### src/rtl/proc_mem_pkg.sv
// Shared constants for the processor/memory arbiter: request types and owner tags.
package proc_mem_pkg;

  localparam logic MEMREQ_READ  = 1'b0;
  localparam logic MEMREQ_WRITE = 1'b1;

  localparam logic OWNER_IMEM = 1'b0;
  localparam logic OWNER_DMEM = 1'b1;

endpackage

### src/rtl/arb_owner_fifo.sv
// Small synchronous FIFO of 1-bit owner tags; a push into a full FIFO is legal
// only when a pop happens in the same cycle.
module arb_owner_fifo #(
  parameter int p_depth = 2
) (
  input  logic clk,
  input  logic rst,
  input  logic push,
  input  logic push_data,
  input  logic pop,
  output logic head,
  output logic full,
  output logic empty
);

  localparam int AW = (p_depth > 1) ? $clog2(p_depth) : 1;
  localparam int CW = $clog2(p_depth + 1);

  logic [p_depth-1:0] mem;
  logic [AW-1:0]      wr_ptr;
  logic [AW-1:0]      rd_ptr;
  logic [CW-1:0]      count;
  logic               do_push;
  logic               do_pop;

  function automatic logic [AW-1:0] next_ptr(input logic [AW-1:0] ptr);
    return (ptr == AW'(p_depth - 1)) ? '0 : ptr + 1'b1;
  endfunction

  assign empty   = (count == '0);
  assign full    = (count == CW'(p_depth));
  assign do_pop  = pop & ~empty;
  assign do_push = push & (~full | do_pop);
  assign head    = mem[rd_ptr];

  always_ff @(posedge clk) begin
    if (rst) begin
      wr_ptr <= '0;
      rd_ptr <= '0;
      count  <= '0;
    end else begin
      if (do_push) begin
        mem[wr_ptr] <= push_data;
        wr_ptr      <= next_ptr(wr_ptr);
      end
      if (do_pop)
        rd_ptr <= next_ptr(rd_ptr);
      if (do_push && !do_pop)
        count <= count + 1'b1;
      else if (do_pop && !do_push)
        count <= count - 1'b1;
    end
  end

endmodule

### src/rtl/proc_mem_arbiter.sv
// Shares one memory port between fetch (imem) and data (dmem) requesters: dmem
// priority with an imem anti-starvation override, responses routed by owner FIFO.
module proc_mem_arbiter
  import proc_mem_pkg::*;
#(
  parameter int p_max_inflight = 2,
  parameter int p_max_dstreak  = 4
) (
  input  logic        clk,
  input  logic        rst,
  input  logic        imemreq_val,
  output logic        imemreq_rdy,
  input  logic [31:0] imemreq_addr,
  output logic        imemresp_val,
  output logic [31:0] imemresp_data,
  input  logic        dmemreq_val,
  output logic        dmemreq_rdy,
  input  logic        dmemreq_type,
  input  logic [31:0] dmemreq_addr,
  input  logic [31:0] dmemreq_wdata,
  output logic        dmemresp_val,
  output logic [31:0] dmemresp_data,
  output logic        memreq_val,
  input  logic        memreq_rdy,
  output logic        memreq_type,
  output logic [31:0] memreq_addr,
  output logic [31:0] memreq_wdata,
  input  logic        memresp_val,
  input  logic [31:0] memresp_data
);

  localparam int SW = $clog2(p_max_dstreak + 1);

  logic [SW-1:0] dstreak;
  logic          force_imem;
  logic          gnt_dmem;
  logic          gnt_imem;
  logic          can_issue;
  logic          fire;
  logic          fifo_head;
  logic          fifo_full;
  logic          fifo_empty;
  logic          resp_pop;

  assign force_imem = (dstreak == SW'(p_max_dstreak));
  assign gnt_dmem   = dmemreq_val & (~force_imem | ~imemreq_val);
  assign gnt_imem   = imemreq_val & ~gnt_dmem;

  // A response popping this cycle frees a slot, so a full FIFO can still issue.
  assign can_issue  = ~fifo_full | memresp_val;

  assign memreq_val   = (gnt_dmem | gnt_imem) & can_issue;
  assign memreq_type  = gnt_dmem ? dmemreq_type  : MEMREQ_READ;
  assign memreq_addr  = gnt_dmem ? dmemreq_addr  : (gnt_imem ? imemreq_addr : 32'h0);
  assign memreq_wdata = gnt_dmem ? dmemreq_wdata : 32'h0;

  assign dmemreq_rdy = gnt_dmem & memreq_rdy & can_issue;
  assign imemreq_rdy = gnt_imem & memreq_rdy & can_issue;
  assign fire        = memreq_val & memreq_rdy;

  arb_owner_fifo #(.p_depth(p_max_inflight)) u_owner_fifo (
    .clk       (clk),
    .rst       (rst),
    .push      (fire),
    .push_data (gnt_dmem ? OWNER_DMEM : OWNER_IMEM),
    .pop       (memresp_val),
    .head      (fifo_head),
    .full      (fifo_full),
    .empty     (fifo_empty)
  );

  // A response with nothing in flight has no owner and is dropped.
  assign resp_pop      = memresp_val & ~fifo_empty;
  assign imemresp_val  = resp_pop & (fifo_head == OWNER_IMEM);
  assign dmemresp_val  = resp_pop & (fifo_head == OWNER_DMEM);
  assign imemresp_data = imemresp_val ? memresp_data : 32'h0;
  assign dmemresp_data = dmemresp_val ? memresp_data : 32'h0;

  always_ff @(posedge clk) begin
    if (rst || !imemreq_val)
      dstreak <= '0;
    else if (fire && gnt_imem)
      dstreak <= '0;
    else if (fire && gnt_dmem && !force_imem)
      dstreak <= dstreak + 1'b1;
  end

`ifndef SYNTHESIS
  always_ff @(posedge clk) begin
    if (!rst)
      assert (!(memresp_val && fifo_empty))
        else $warning("memory response arrived with no request in flight; dropped");
  end
`endif

endmodule

### config.mk
export PLATFORM = sky130hd
export DESIGN_NAME = proc_mem_arbiter
export DESIGN_NICKNAME = d
export VERILOG_FILES = /design/src/rtl/proc_mem_pkg.sv /design/src/rtl/arb_owner_fifo.sv /design/src/rtl/proc_mem_arbiter.sv
export SDC_FILE = /design/constraint.sdc
export NUM_CORES = 1
export LEC_CHECK = 0
export ABC_AREA = 0
export CORE_AREA = 2 2 103 105
export CTS_BUF_LIST = sky130_fd_sc_hd__clkbuf_16
export CTS_CLUSTER_DIAMETER = 60
export DETAILED_ROUTE_END_ITERATION = 7
export DIE_AREA = 0 0 105 107
export PLACE_DENSITY = 0.67
export RECOVER_POWER = 25
export SYNTH_ARGS = -nofsm -noshare
export SYNTH_HDL_FRONTEND = slang
export SYNTH_HIERARCHICAL = 1
export SYNTH_SLANG_ARGS = --single-unit
### constraint.sdc
create_clock -name clk -period 2.2 [get_ports clk]
set_input_delay 0.33 -clock clk [delete_from_list [all_inputs] [get_ports clk]]
set_output_delay 0.33 -clock clk [all_outputs]
set_load 0.05 [all_outputs]
==> qor.csv <==
metric;value;unit
Arr. time, crit path;1.84;ns
Layout fillers;870;
fin nets;615;
share of cells above drive strength 1;0.342;
multi-input logic area;1220;um^2
Hold Buf Count CTS;0;
die width;105;um
Vias/cell;4.25;
root buffer cell;clkbuf_16;
worst-path fanout max;13;
Final GP Congestion;0.776;
final wirelength;10.5;mm
final setup vio count;0;
TritonCTS clock tree;built;
vias;2606;
CTS Buffer Depth;2;
worst clock skew;0.000392;ns
Post-synth EDFFs;2;
first-pass GRT wire length;15.2;mm
Final Cell Area;5930;um^2
Syn Inst Count;206;
synth top area cells;and2_1 (39%), a22o_1 (18%), dfxtp_1 (9.1%);
Warnings, synthesis;6;
asr flop ratio synth;0;
Routed WL per cell;17.1;um
share of the synthesized area in the top cell type;0.392;
Final Max Tran Viols;0;
register area share after synthesis;0.129;
#FFs+latches synth;9;
number of distinct library cells after synthesis;32;
Clk pin slew, worst setup/hold paths;0.04;ns
Setup crit end kind;primary output;
critical setup path kind;in -> out;
TritonCTS Buffers;3;
Post-synth top flop;dfxtp_1;
Cell Pwr Density;567;nW/um^2
DP HPWL;8.81;mm
maxcap violations;0;
number of port buffers;268;
top-count cell post-synth;and2_1;
Mapped Area;1550;um^2
die area;11200;um^2
Syn Nets;344;
drt first pass iters;4;
Worst-Skew Late Latency;0.23;ns
fmax;461;MHz
Mean Syn Cell Area;7.51;um^2
worst slew pin tran;0.323;ns
initial antenna violation count;1;
vias in the first global route;2690;
reg-to-reg slack, setup;0.24;ns
Initial Util;0.153;
Reg area;201;um^2
minimum clock period;2.17;ns
largest net degree at the start of global routing;54;
setup TNS;0;ns
depth of the CTS H-tree;1;
Final Util;0.588;
Num Clock Sinks;9;
GRT overflow;0;
Startpoint Class;primary input;
row count;37;
Final Cycle Share;0.986;
Hold Path Class;reg -> reg;
Die Span Y;107;um
worst IR drop on VDD;0.398;mV
initial DRC count;134;
Pwr Total;3.36;mW
DRC Markers;0;
Critical Path RT;1.87;ns
Overall Global Routing Usage;0.171;
total leakage power;2.44;nW
synthesis-to-finish area growth;283;%
core footprint;10100;um^2
worst rel slew slack;0.783;
Hold Violations, Final;0;
Post-Place Cell Area;5770;um^2
status;completed;
IO Pins;269;
synth cell count leaders;and2_1 (97), a22o_1 (32), dfxtp_1 (7), nor2_1 (6);
post-synth top area cell;and2_1;
Routed Antenna Nets;0;
## placed cells by master, fill, tap and decap left out, drive strengths merged, types with 2 or more instances in the layout
cell / instances
nor3: 2
inv: 7
nand4: 2
ha: 3
edfxtp: 2
clkbuf: 6
a22o: 32
and2: 97
clkdlybuf4s50: 133
nor3b: 3
nor2b: 3
o21ai: 5
nand2b: 3
buf: 146
mux2: 2
a21oi: 4
nor2: 6
xor2: 3
and3: 2
dfxtp: 7
## area by class of cell
cell class / count / area share
multi-input combinational: 174 / 0.205
inverter: 6 / 0.00380
timing repair buffer: 283 / 0.714
antenna: 1 / 0.000422
tap: 136 / 0.0287
sequential: 9 / 0.0340
clock inverter: 1 / 0.000633
clock buffer: 3 / 0.0127
## per-stage QoR
step	setup slack, ns	std cells	hold WS (ns)
2_1_floorplan	0.00886	206	0.399
3_3_place_gp	0.0860	604	0.481
3_5_place_dp	0.0318	604	0.502
4_1_cts	0.0465	608	0.506
5_1_grt	-0.00498	613	0.539
6_report	0.0313	613	0.505
## critical path, cell delays in order
cell and delay (ns):
clkdlybuf4s50_1 0.49, buf_4 0.14, a31oi_4 0.12, buf_12 0.17, clkbuf_16 0.16, a22o_1 0.27
buf_12 0.16
## cells by family after synthesis
group	synth area share
compound gates	0.233
xor+xnor	0.0170
fa+ha+maj	0.0243
buf+inv	0.0866
flops	0.129
mux	0.0146
simple gates	0.495
## power by group
group / switching (mW) / internal [mW]
clock: 0.0722 / 0.237
combinational: 1.43 / 1.39
sequential: 0.0329 / 0.204
## registers in the layout, indices dropped and copies added, names as in the netlist
signal	flops
dstreak	3
u_owner_fifo/wr_ptr	1
u_owner_fifo/rd_ptr	1
u_owner_fifo/count	2
u_owner_fifo/mem	2
## final timing paths
path	start	endpoint	cells after the start
max	imemreq_val	memreq_addr[5]	7
min	dstreak[1]	dstreak[1]	2
max reg2reg	u_owner_fifo/count[0]	u_owner_fifo/count[1]	9
min reg2reg	dstreak[1]	dstreak[1]	2
## what timing repair did
action	CTS	global route
resized for setup	0	3
setup buffers	0	1
endpoints found under the setup margin	0	48
hold endpoints to repair	0	0
## layer usage
metal | vias up | part of all wire | global-route usage
li1 | 1245 | - | -
met3 | 8 | 0.092 | 0.0681
met5 | - | 0 | 0
met4 | 0 | 0.015 | 0.0314
met2 | 140 | 0.55 | 0.326
met1 | 1213 | 0.35 | 0.176
Note: power is estimated with default switching activity, not from simulation.
==> patch, RTL diff (config.mk and constraints unchanged) <==
`p_max_dstreak`: 4 -> 8.
--- a/src/rtl/proc_mem_arbiter.sv
+++ b/src/rtl/proc_mem_arbiter.sv
@@ -6,3 +6,3 @@
   parameter int p_max_inflight = 2,
-  parameter int p_max_dstreak  = 4
+  parameter int p_max_dstreak  = 8
 ) (
Check against the original RTL: not equivalent (Yosys sat finds a counterexample within 10 cycles, from zero or initial values and one cycle with rst high).
==> patch against the unedited design <==
The flow now finishes with violations (setup timing). Setup slack got worse by 0.047 ns. Sequential share of layout area rose by 0.18 points. Via count rose by 2.5%. Synthesized cell count rose by 3.9%. Area after synthesis rose by 0.73%. Design area rose by 5.1%. Routed wire length rose by 5.7%. Sequential power rose by 9.7%. Critical path depth rose by 1. Sequential cell count rose by 1. Power rose by 3.2%. Die area did not move. Largest cell class unchanged.
==> patch: results (changes against the unedited design) <==
metric	value	unit	change
Synth Flop Type	dfxtp_1		
Syn. warnings	6		unchanged
Setup TNS	-0.117	ns	-0.117 ns
Leak Pwr	0.00259	uW	+5.8%
WHS	0.505	ns	-0.0000640 ns
gr usage total	18.1	%	+1.0 points
# fillers	775		-11%
GPL Wtd Cong	0.831		+7.1%
pin count of the biggest net entering global routing	48		-11%
First DRT Iteration DRCs	119		-11%
r2r setup slk	0.35	ns	+0.11 ns
crit path DAT	1.89	ns	+0.05 ns
Reg clk slew, reported paths	0.04	ns	about the same
HPWL Detailed	8890	um	+0.90%
# setup viols final	15		+15
Critical Path Fanout Max	16		+3
Synth area leaders	and2_1, a22o_1, dfxtp_1, edfxtp_1, clkbuf_1		
CTS Buf Count	3		unchanged
Worst Hold Class	reg2reg		
Nets	631		+2.6%
commonest cells in the netlist	and2_1, a22o_1, clkbuf_1		
slowest CP cell	dfxtp_2		
IO buf count	268		unchanged
Mapped Nets	352		+2.3%
registers with the most flip-flops	dstreak: 4 flops, u_owner_fifo/count: 2 flops, u_owner_fifo/mem: 2 flops		
Synth cell types	29		-9.4%
Most common cell on crit path	buf_12		
share of layout cells above drive strength 1	40.9	%	+6.6 points
number of global-route vias before repair	2844		+5.7%
status	complete, but fails checks		
H-tree Lvls	1		unchanged
initial antenna violation count	1		unchanged
first-pass GRT wire length	16000	um	+5.7%
Relative slew margins	65.2	%	-13 points
CTS max path bufs	2		unchanged
Seq/Total Area, Yosys	14.1	%	+1.2 points
asr flop ratio synth	0	%	unchanged
Clock Skew	0.00153	ns	+0.00114 ns
Pre-Repair DR Iteration Count	4		unchanged
Peak supply drop	0.000361	V	-9.1%
slowest stage delay, CP	0.32	ns	-0.17 ns
clk root buf	clkbuf_16		
routed vias	2670		+2.5%
final setup margin	-0.0155	ns	-0.0467 ns
failing checks	setup timing		
Post-synth EDFFs	2		unchanged
Clock Latency Late Sink	0.23	ns	about the same
DR WL/cell	17.6	um	+3.0%
-- patch: cell count changes in the layout (fill, tap and decap cells not counted), moves of 4 or more --
cell	delta
a22o_1	-16
a22o_4	+16
and2_0	+13
and2_1	-26
and2_2	+9
and2_4	+7
buf_4	+5
nand3_1	+4
-- patch: final timing paths --
path | startpoint | endpoint | cells after the start
worst max-delay path | dstreak[0] | memreq_addr[3] | 8
worst min register to register | dstreak[2] | dstreak[2] | 2
worst min-delay path | dstreak[2] | dstreak[2] | 2
worst max register to register | dstreak[0] | dstreak[3] | 8
-- patch: per-layer routing --
metal | vias to the layer above | global-route usage (%) | share of wire [%]
li1 | 1286 | - | -
met1 | 1212 | 19.6 | 38
met2 | 164 | 33.8 | 51
met3 | 8 | 6.93 | 10
met4 | 0 | 3.24 | 1.6
met5 | - | 0 | 0
-- patch: layout make-up --
cell class | count | area [um2] | share of cell area, %
Clock inverter | 1 | 3.75 | 0.0602
Antenna cell | 1 | 2.50 | 0.0401
Inverter | 6 | 22.5 | 0.361
Multi-Input combinational cell | 181 | 1430 | 23.0
Tap cell | 136 | 170 | 2.73
Sequential cell | 10 | 223 | 3.57
Clock buffer | 3 | 75.1 | 1.20
Timing Repair Buffer | 291 | 4310 | 69.1
-- patch: repair_timing --
| action | 4_1_cts | 5_1_grt |
|---|---|---|
| resized for setup | 22 | 12 |
| pin swaps | 0 | 2 |
| endpoints found under the setup margin | 65 | 54 |
| cloned | 2 | 2 |
| setup buffers | 3 | 4 |
-- patch: kinds of logic after synthesis --
kind of cell	after synthesis	synth area share (%)
compound gates	44	23.1
xor+xnor	3	1.69
fa+ha+maj	3	2.41
buf+inv	23	6.02
flops	10	14.1
mux	2	1.45
simple gates	129	51.2
-- patch: through the flow --
step	std cells	instance area [um2]	total power, uW	setup WS [ns]
floorplan	214	1570	1550	0.0205
global placement	613	5840	3090	0.0412
detailed placement	613	5840	3110	0.0475
CTS	622	6130	3490	-0.0184
global route	629	6230	3610	-0.0649
finish	629	6230	3470	-0.0155
-- patch: worst max-delay path, delay by kind of cell, from the launching register on --
kind	cells	cell delay, ns
fa+ha+maj	1	0.16
flops	1	0.32
buf+inv	3	0.35
compound gates	1	0.24
simple gates	3	0.57
-- patch: where the power goes --
part	leakage, uW	switching [uW]	total, uW	internal (uW)
sequential	0.0000846	38.5	260	222
clock	0.0000385	78.5	316	238
combinational	0.00246	1450	2890	1440
